==> config.mk <==
export PLATFORM = sky130hd
export DESIGN_NAME = fifo_puerto_flat
export DESIGN_NICKNAME = d
export VERILOG_FILES = /design/src/rtl/fifo_puerto_if.sv /design/src/rtl/fifo_puerto.sv /design/src/flat_wrapper.sv
export SDC_FILE = /design/constraint.sdc
export NUM_CORES = 1
export LEC_CHECK = 0
export CAP_MARGIN = 15
export CORE_MARGIN = 2
export CORE_UTILIZATION = 35
export CTS_CLUSTER_DIAMETER = 100
export DETAILED_ROUTE_END_ITERATION = 10
export HOLD_SLACK_MARGIN = 0.12
export PLACE_DENSITY_LB_ADDON = 0.1
export SLEW_MARGIN = 5
export SYNTH_ARGS = -nofsm -noshare
export SYNTH_HDL_FRONTEND = slang
export SYNTH_SLANG_ARGS = --single-unit
==> constraint.sdc <==
create_clock -name clk -period 3.8 [get_ports clk]
set_input_delay 0.57 -clock clk [delete_from_list [all_inputs] [get_ports clk]]
set_output_delay 0.57 -clock clk [all_outputs]
set_load 0.005 [all_outputs]
==> src/rtl/fifo_puerto_if.sv <==
// ----------------------------------------------------------------------------
// fifo_puerto_if
//   Push/pop handshake bundle between the lane arbiter and one fifo_puerto.
//   master : arbiter side, drives push/data_in/pop, observes data and status.
//   slave  : FIFO side, receives strobes, drives data_out and status.
// Signals
//   push, data_in[DATA_WIDTH]  write strobe and write word
//   pop                        read strobe for the head word
//   data_out[DATA_WIDTH], valid  registered read word, valid one cycle after pop
//   empty, almost_empty, full, almost_full, count[ADDR_WIDTH+1]  occupancy status
//   overflow, underflow        sticky error flags
// ----------------------------------------------------------------------------
interface fifo_puerto_if #(
  parameter int unsigned DATA_WIDTH = 6,
  parameter int unsigned ADDR_WIDTH = 2
);
  logic                  push;
  logic [DATA_WIDTH-1:0] data_in;
  logic                  pop;
  logic [DATA_WIDTH-1:0] data_out;
  logic                  valid;
  logic                  empty;
  logic                  almost_empty;
  logic                  full;
  logic                  almost_full;
  logic [ADDR_WIDTH:0]   count;
  logic                  overflow;
  logic                  underflow;

  modport master (
    output push, data_in, pop,
    input  data_out, valid, empty, almost_empty, full, almost_full,
           count, overflow, underflow
  );

  modport slave (
    input  push, data_in, pop,
    output data_out, valid, empty, almost_empty, full, almost_full,
           count, overflow, underflow
  );
endinterface

==> src/rtl/fifo_puerto.sv <==
// ----------------------------------------------------------------------------
// fifo_puerto
//   Synchronous FIFO at the storage end of the arbiter push/pop handshake.
//   Registered read data (one cycle after pop), status decoded from the
//   registered occupancy count, sticky overflow/underflow flags.
// Ports
//   clk    rising-edge clock
//   reset  asynchronous, active-high reset
//   bus    fifo_puerto_if.slave (push/data_in/pop in; data_out/valid/status out)
// ----------------------------------------------------------------------------
module fifo_puerto #(
  parameter int unsigned DATA_WIDTH = 6,
  parameter int unsigned ADDR_WIDTH = 2,
  parameter int unsigned AF_LEVEL   = 3,
  parameter int unsigned AE_LEVEL   = 1
) (
  input  logic          clk,
  input  logic          reset,
  fifo_puerto_if.slave  bus
);

  localparam int unsigned         DEPTH   = 2 ** ADDR_WIDTH;
  localparam logic [ADDR_WIDTH:0] DEPTH_C = (ADDR_WIDTH + 1)'(DEPTH);
  localparam logic [ADDR_WIDTH:0] AF_C    = (ADDR_WIDTH + 1)'(AF_LEVEL);
  localparam logic [ADDR_WIDTH:0] AE_C    = (ADDR_WIDTH + 1)'(AE_LEVEL);

  logic [DATA_WIDTH-1:0] mem_q [DEPTH];

  logic [ADDR_WIDTH-1:0] wr_ptr_q, wr_ptr_d;
  logic [ADDR_WIDTH-1:0] rd_ptr_q, rd_ptr_d;
  logic [ADDR_WIDTH:0]   count_q, count_d;
  logic [DATA_WIDTH-1:0] data_out_q, data_out_d;
  logic                  valid_q, valid_d;
  logic                  overflow_q, overflow_d;
  logic                  underflow_q, underflow_d;

  logic empty, full;
  logic wr_ok, rd_ok;

  // Status is a pure decode of the registered count, never of the strobes.
  assign empty = (count_q == '0);
  assign full  = (count_q == DEPTH_C);

  // A pop against a full FIFO frees the slot the simultaneous push needs.
  // A push into an empty FIFO is not readable in the same cycle.
  assign wr_ok = bus.push & (~full | bus.pop);
  assign rd_ok = bus.pop & ~empty;

  always_comb begin
    // NOTE: every next-state signal gets a default first so no path leaves it
    // unassigned; otherwise synthesis infers a latch.
    wr_ptr_d    = wr_ptr_q;
    rd_ptr_d    = rd_ptr_q;
    count_d     = count_q;
    data_out_d  = data_out_q;
    valid_d     = 1'b0;
    overflow_d  = overflow_q;
    underflow_d = underflow_q;

    if (wr_ok) begin
      wr_ptr_d = wr_ptr_q + ADDR_WIDTH'(1);
    end

    if (rd_ok) begin
      rd_ptr_d   = rd_ptr_q + ADDR_WIDTH'(1);
      data_out_d = mem_q[rd_ptr_q];
      valid_d    = 1'b1;
    end

    unique case ({wr_ok, rd_ok})
      2'b10:   count_d = count_q + 1'b1;
      2'b01:   count_d = count_q - 1'b1;
      default: count_d = count_q;
    endcase

    if (bus.push & full & ~bus.pop) overflow_d  = 1'b1;
    if (bus.pop & empty)            underflow_d = 1'b1;
  end

  // NOTE: storage has no reset; occupancy is tracked by the pointers and count,
  // so stale words are never observable and the array maps onto plain RAM.
  always_ff @(posedge clk) begin
    if (wr_ok) begin
      mem_q[wr_ptr_q] <= bus.data_in;
    end
  end

  // NOTE: sequential state uses non-blocking assignments so every register
  // samples the pre-edge values, independent of statement order.
  always_ff @(posedge clk or posedge reset) begin
    if (reset) begin
      wr_ptr_q    <= '0;
      rd_ptr_q    <= '0;
      count_q     <= '0;
      data_out_q  <= '0;
      valid_q     <= 1'b0;
      overflow_q  <= 1'b0;
      underflow_q <= 1'b0;
    end else begin
      wr_ptr_q    <= wr_ptr_d;
      rd_ptr_q    <= rd_ptr_d;
      count_q     <= count_d;
      data_out_q  <= data_out_d;
      valid_q     <= valid_d;
      overflow_q  <= overflow_d;
      underflow_q <= underflow_d;
    end
  end

  assign bus.data_out     = data_out_q;
  assign bus.valid        = valid_q;
  assign bus.count        = count_q;
  assign bus.empty        = empty;
  assign bus.full         = full;
  assign bus.almost_empty = ~empty & (count_q <= AE_C);
  assign bus.almost_full  = (count_q >= AF_C);
  assign bus.overflow     = overflow_q;
  assign bus.underflow    = underflow_q;

endmodule

==> src/flat_wrapper.sv <==
// flat-port wrapper written by rule: the top's interface ports become plain ports
module fifo_puerto_flat 
#(
  parameter int unsigned DATA_WIDTH = 6,
  parameter int unsigned ADDR_WIDTH = 2,
  parameter int unsigned AF_LEVEL   = 3,
  parameter int unsigned AE_LEVEL   = 1
)
  (clk, reset, bus_push, bus_data_in, bus_pop, bus_data_out, bus_valid, bus_empty, bus_almost_empty, bus_full, bus_almost_full, bus_count, bus_overflow, bus_underflow);
  fifo_puerto_if #(.DATA_WIDTH(DATA_WIDTH), .ADDR_WIDTH(ADDR_WIDTH)) bus_i ();
  input  logic clk;
  input  logic reset;
  input wire logic [$bits(bus_i.push)-1:0] bus_push;
  input wire logic [$bits(bus_i.data_in)-1:0] bus_data_in;
  input wire logic [$bits(bus_i.pop)-1:0] bus_pop;
  output wire logic [$bits(bus_i.data_out)-1:0] bus_data_out;
  output wire logic [$bits(bus_i.valid)-1:0] bus_valid;
  output wire logic [$bits(bus_i.empty)-1:0] bus_empty;
  output wire logic [$bits(bus_i.almost_empty)-1:0] bus_almost_empty;
  output wire logic [$bits(bus_i.full)-1:0] bus_full;
  output wire logic [$bits(bus_i.almost_full)-1:0] bus_almost_full;
  output wire logic [$bits(bus_i.count)-1:0] bus_count;
  output wire logic [$bits(bus_i.overflow)-1:0] bus_overflow;
  output wire logic [$bits(bus_i.underflow)-1:0] bus_underflow;
  assign bus_i.push = bus_push;
  assign bus_i.data_in = bus_data_in;
  assign bus_i.pop = bus_pop;
  assign bus_data_out = bus_i.data_out;
  assign bus_valid = bus_i.valid;
  assign bus_empty = bus_i.empty;
  assign bus_almost_empty = bus_i.almost_empty;
  assign bus_full = bus_i.full;
  assign bus_almost_full = bus_i.almost_full;
  assign bus_count = bus_i.count;
  assign bus_overflow = bus_i.overflow;
  assign bus_underflow = bus_i.underflow;
  fifo_puerto #(.DATA_WIDTH(DATA_WIDTH), .ADDR_WIDTH(ADDR_WIDTH), .AF_LEVEL(AF_LEVEL), .AE_LEVEL(AE_LEVEL)) u_core (.clk(clk), .reset(reset), .bus(bus_i));
endmodule
==> results_dict.tcl, run 1 <==
set metrics [dict create \
    cp.required_ns 3.23 \
    synth_top_area_share 0.4292 \
    start_util 0.3603 \
    path_cells "inv_1 > ha_1 > nor3_1 > clkdlybuf4s50_1" \
    cellInternalPower_uw 1094 \
    die_w_um 73.27 \
    hold_path_depth 1 \
    rsz0062_at_grt "false" \
    cp.arrival_ns 1.77 \
    worst_pin_slew_ns 0.6309 \
    yosys.area.top_type "edfxtp_1" \
    firstDrtPassIters 4 \
    finalCritPeriodShare 0.6160 \
    leakagePower_uw 0.0008092 \
    grt-ovfl-total 0 \
    slew_headroom 0.5789 \
    min_to "u_core.bus.overflow" \
    cp-start-kind "flip-flop" \
    post_drt_via_cell_ratio 4.681 \
    grt_pass1_wl_mm 4.733 \
    async_flop_share 0.4000 \
    yosysUniqueCellTypes 21 \
    rr_endpoint "u_core.bus.count[2]" \
    layout_min_cycle_time_ns 2.341 \
    die_y_um 73.27 \
    cpPeakStageDelay_ns 0.53 \
    drc 0 \
    syn_area_um2 1679 \
    power_switching_uw 467.2 \
    avgSynthCellArea_um2 16.30 \
    crit_start "u_core.bus.count[0]" \
    synth_cells 103 \
    ant_nets 0 \
    cp_top_family "buffers and inverters" \
    clock-sinks 40 \
    crit_type "flip-flop to output pin" \
    track_usage 0.1252 \
    cap_violations 0 \
    via_count 880 \
    synth.ff_latch_count 40 \
    regArea_um2 1121 \
    synthTopCellsByArea "edfxtp_1 43%, dfrtp_1 24%, mux4_2 8.0%, ha_1 7.5%, mux2_2 4.7%" \
    worstSkewPairLatency_ns 0.29 \
    io_pins 26 \
    synth-edff-count 24 \
    hold_buffers 0 \
    htree_levels 2 \
    ir_worst_vdd_mv 0.2515 \
    setup_violations 0 \
    setup_slack_ns 1.459 \
    synthesis.nets 123 \
    gp_congestion 0.8225 \
    drt_iter0_drc 28 \
    clk_pin_slew_ns 0.07 \
    worstPathMaxFanout 5 \
    rows 25 \
    die_area_um2 5368 \
    multi_input_area_um2 501.7 \
    fillers 428 \
    ys_seq_area_frac 0.6677 \
    p_sw_frac 0.2993 \
    io_buffers 25 \
    antenna_found_initial 0 \
    rrSetupSlack_ns 1.75 \
    cts_root_buf "clkbuf_8" \
    yosysMostFrequentCell "edfxtp_1" \
    comb_power_share 0.368 \
    drt-total-wl_mm 2.851 \
    n_antenna_cell 0 \
    coreArea_um2 4661 \
    grt_pass1_vias 954 \
    status "completed" \
    cts_tree "done" \
    nets 153 \
    pwr-share-seq 0.450 \
    fmax_mhz 427.2 \
    post-cts-setup-buffers 0 \
    grt_max_degree 17 \
    routedWlPerCell_um 15.16 \
    cts_resized 0 \
    yosys-top-cells-count "24 x edfxtp_1, 16 x dfrtp_1, 11 x inv_1, 10 x ha_1, 7 x mux2_2" \
    power_frac_clock 0.182 \
    yosysWarnings 0 \
    reg2reg_from "u_core.bus.count[0]" \
    cts_inserted_buffers 5 \
    dp_hpwl_mm 2.013 \
    hp-class "flip-flop to flip-flop" \
    drive_above_1_share 0.1418 \
    layout-area-overhead-vs-synth_pct 23.40 \
    cts_buffer_depth 2 \
    final_hold_viol_count 0 \
    min-delay-start "u_core.bus.overflow" \
    drv_slew 0 \
    finClkSkew_ns 0.003129 \
    post-place-ws_ns 1.541 \
    end_kind "output pin" \
    tns_ns 0 \
    crit_buf_inv 2 \
    synth-main-ff-cell "edfxtp_1" \
    slowest_stage "clkdlybuf4s50_1" \
    worstRegToRegCells 8 \
    p_per_area_nw_per_um2 753.4 \
]
==> registers in the layout, indices dropped and copies added (netlist names) <==
signal and count:
u_core.mem_q 24, u_core.bus.data_out 6, u_core.bus.count 3, u_core.rd_ptr_q 2
u_core.wr_ptr_q 2, u_core.bus.overflow 1, u_core.bus.underflow 1, u_core.bus.valid 1
==> cells in the final DEF, fill, tap and decap left out, drive strengths merged <==
| master | count |
|---|---|
| o22ai | 1 |
| xnor2 | 5 |
| edfxtp | 24 |
| dfrtp | 16 |
| a21oi | 2 |
| mux4 | 6 |
| clkbuf | 7 |
| inv | 11 |
| nand2b | 1 |
| ha | 10 |
| o21ai | 2 |
| clkdlybuf4s50 | 25 |
| nand3 | 1 |
| o21a | 1 |
| and2 | 4 |
| a31oi | 1 |
| clkinv | 1 |
| mux2 | 7 |
| nand2 | 3 |
| nor2 | 3 |
| nor3 | 1 |
| a21o | 2 |
==> worst register-to-register path, stage by stage (launching register included) <==
cell and delay, ns:
dfrtp_1 0.44, inv_1 0.13, ha_1 0.20, nand2b_1 0.10
nand2_1 0.30, inv_1 0.12, ha_1 0.38, a21oi_1 0.16
o22ai_1 0.10
==> through the flow <==
stage                     utilization  cells  hold slack, ns  power, µW  instance area (µm²)
final                          0.4446    188          0.4621       1561                 2072
after global routing           0.4446    188          0.4864       1684                 2072
after CTS                      0.4446    188          0.4642       1593                 2072
after detailed placement       0.4252    180          0.4481       1302                 1982
after global placement         0.4252    180          0.4438       1292                 1982
after floorplan                     -    103          0.4510       1039                 1679
==> metal layers <==
metal	vias up	track usage	part of all wire
met2	24	0.1892	0.48
met4	0	0.06584	0.018
li1	424	-	-
met3	7	0.05350	0.053
met1	425	0.1520	0.45
met5	-	0	0
==> final cells by class <==
type	instances	area share
multi-input combinational	50	0.2421
timing repair buffer	25	0.1208
sequential	40	0.5411
inverter	11	0.01993
clock buffer	7	0.04167
tap	54	0.03261
clock inverter	1	0.001812
==> worst max-delay path by stage <==
stage	end	slack, ns	cells past startpoint
final	bus_almost_empty	1.46	4
after detailed placement	u_core.bus.count[2]	1.54	6
after global routing	bus_almost_empty	1.31	4
after CTS	bus_almost_empty	1.43	4
after global placement	u_core.bus.count[2]	1.62	6
after floorplan	u_core.bus.count[2]	2.02	8
==> logic make-up (layout without fill, tap and decap cells) <==
group / after synthesis / count (layout) / share of synthesized area
and+or+nand+nor: 13 / 13 / 0.03800
DFF: 40 / 40 / 0.6677
xor gates and xnor gates: 5 / 5 / 0.02608
adders and majority gates: 10 / 10 / 0.07452
buffers and inverters: 13 / 44 / 0.03353
muxes: 13 / 13 / 0.1274
AOI/OAI and AO/OA: 9 / 9 / 0.03279
==> power by group through the flow <==
stage / clock (µW) / combinational (µW) / sequential, µW
detailed placement: 0 / 584 / 718
CTS: 296 / 588 / 709
global route: 314 / 644 / 726
finish: 283 / 575 / 703
global placement: 0 / 576 / 715
floorplan: 0 / 373 / 666
Note: power is estimated with default switching activity, not from simulation.
==> inputs of run 2 (changes only) <==
==> constraint.sdc (replaced) <==
create_clock -name clk -period 2 [get_ports clk]
set_input_delay 0.3 -clock clk [delete_from_list [all_inputs] [get_ports clk]]
set_output_delay 0.3 -clock clk [all_outputs]
set_load 0.005 [all_outputs]
==> results_dict.tcl, run 2 (same netlist as run 1, synthesis figures left out) <==
set metrics [dict create \
    io_pins 26 \
    top_register "u_core.mem_q" \
    grt_pass1_wl_mm 4.547 \
    dp_hpwl_mm 2.074 \
    placed_area_um2 2057 \
    tns_ns 0 \
    setup_violations 0 \
    placed_cells 190 \
    antenna_found_initial 0 \
    track_usage 0.1190 \
    final_cell_mix "24 x edfxtp_1, 23 x clkdlybuf4s50_1, 16 x dfrtp_1" \
    largest_reg_flops 24 \
    setup_slack_ns 0.08812 \
    htree_levels 2 \
    io_buffers 25 \
    grt_pass1_vias 961 \
    rows 25 \
    worst_pin_slew_ns 0.3562 \
    end_kind "output pin" \
    cts_tree "done" \
    clk_pin_slew_ns 0.07 \
    nets 167 \
    p_per_area_nw_per_um2 1415 \
    die_y_um 73.27 \
    cp-start-kind "flip-flop" \
    final_util 0.4706 \
    ir_worst_vdd_mv 0.5293 \
    cts_inserted_buffers 5 \
    layout-area-overhead-vs-synth_pct 30.63 \
    final_common_cell "edfxtp_1" \
    worstPathMaxFanout 4 \
    start_util 0.3603 \
    n_antenna_cell 0 \
    drc 0 \
    cap_violations 0 \
    layout_min_cycle_time_ns 1.912 \
    hold_buffers 0 \
    gp_congestion 0.7375 \
    cts_buffer_depth 2 \
    fin_area_um2 2193 \
    drv_slew 0 \
    grt_max_degree 17 \
    clock-sinks 40 \
    final_cells 202 \
    die_w_um 73.27 \
    leakagePower_uw 0.0008941 \
    drt_iter0_drc 30 \
    grt-ovfl-total 0 \
    finalCritPeriodShare 0.9559 \
    cp.arrival_ns 1.61 \
    coreArea_um2 4661 \
    cts_root_buf "clkbuf_8" \
    slew_headroom 0.7625 \
    post-place-ws_ns 0.1015 \
    finClkSkew_ns 0.003670 \
    hp-class "input port to asynchronous set/reset pin" \
    post_drt_via_cell_ratio 4.743 \
    drt-total-wl_mm 2.900 \
    drive_above_1_share 0.2568 \
    die_area_um2 5368 \
    status "completed" \
    fmax_mhz 523.0 \
    via_count 958 \
    firstDrtPassIters 4 \
    routedWlPerCell_um 14.36 \
    final_hold_viol_count 0 \
    worstSkewPairLatency_ns 0.29 \
    cp.required_ns 1.70 \
    crit_type "flip-flop to output pin" \
    ant_nets 0 \
    rsz0062_at_grt "true" \
]
## run 2: cell types whose count changed in the layout (fill, tap and decap cells not counted), sizes merged
cell / previous run / this run
dlygate4sd2: 0 / 1
clkdlybuf4s50: 25 / 23
dlymetal6s2s: 0 / 1
buf: 0 / 14
## run 2: final timing paths
path / slack, ns / from / cells after the start / to
worst min register to register: 0.46 / u_core.bus.underflow / 1 / u_core.bus.underflow
worst min-delay path: 0.34 / reset / 3 / u_core.bus.data_out[4]
min in group clk: 0.46 / u_core.bus.underflow / 1 / u_core.bus.underflow
worst max-delay path: 0.09 / u_core.bus.count[0] / 5 / bus_full
max in group asynchronous: 1.47 / reset / 3 / u_core.bus.data_out[2]
worst max register to register: 0.21 / u_core.bus.count[0] / 8 / u_core.bus.count[2]
## run 2: worst max-delay path, cell delays in order (launching register included)
cell             delay, ns
dfrtp_1               0.43
inv_2                 0.11
ha_4                  0.16
nand2_1               0.08
inv_1                 0.06
clkdlybuf4s50_1       0.49
## run 2: report_power, final
group	total [µW]	leakage (µW)	internal, µW	switching (µW)
Sequential	1300	0.000404	1140	157
Combinational	1310	0.000448	802	506
Clock	500	0.0000422	244	256
## run 2: what timing repair did
item,CTS,global route
endpoints found under the setup margin,4,3
cloned,0,0
resized for setup,4,4
buffers inserted,1,3
## run 2: cell type report
| class | count | area (µm²) |
|---|---|---|
| clock buffer | 7 | 76.32 |
| timing repair buffer | 39 | 356.6 |
| inverter | 11 | 41.29 |
| sequential | 40 | 1121 |
| multi-input combinational | 50 | 525.5 |
| fill | 421 | 2467 |
| tap | 54 | 67.56 |
| clock inverter | 1 | 5.005 |
## run 2: metal layers
layer,vias to the layer above,share of wire,GRT usage
met5,-,0,0
met4,0,0.016,0.04938
met3,5,0.036,0.04527
met2,21,0.51,0.1902
met1,477,0.44,0.1445
li1,455,-,-
## run 2: per-stage QoR
stage / total power [µW] / hold slack [ns]
after CTS: 3069 / 0.3480
after global routing: 3337 / 0.3627
after detailed placement: 2535 / 0.4447
final: 3104 / 0.3359
after global placement: 2515 / 0.4412
after floorplan: 1974 / 0.2137
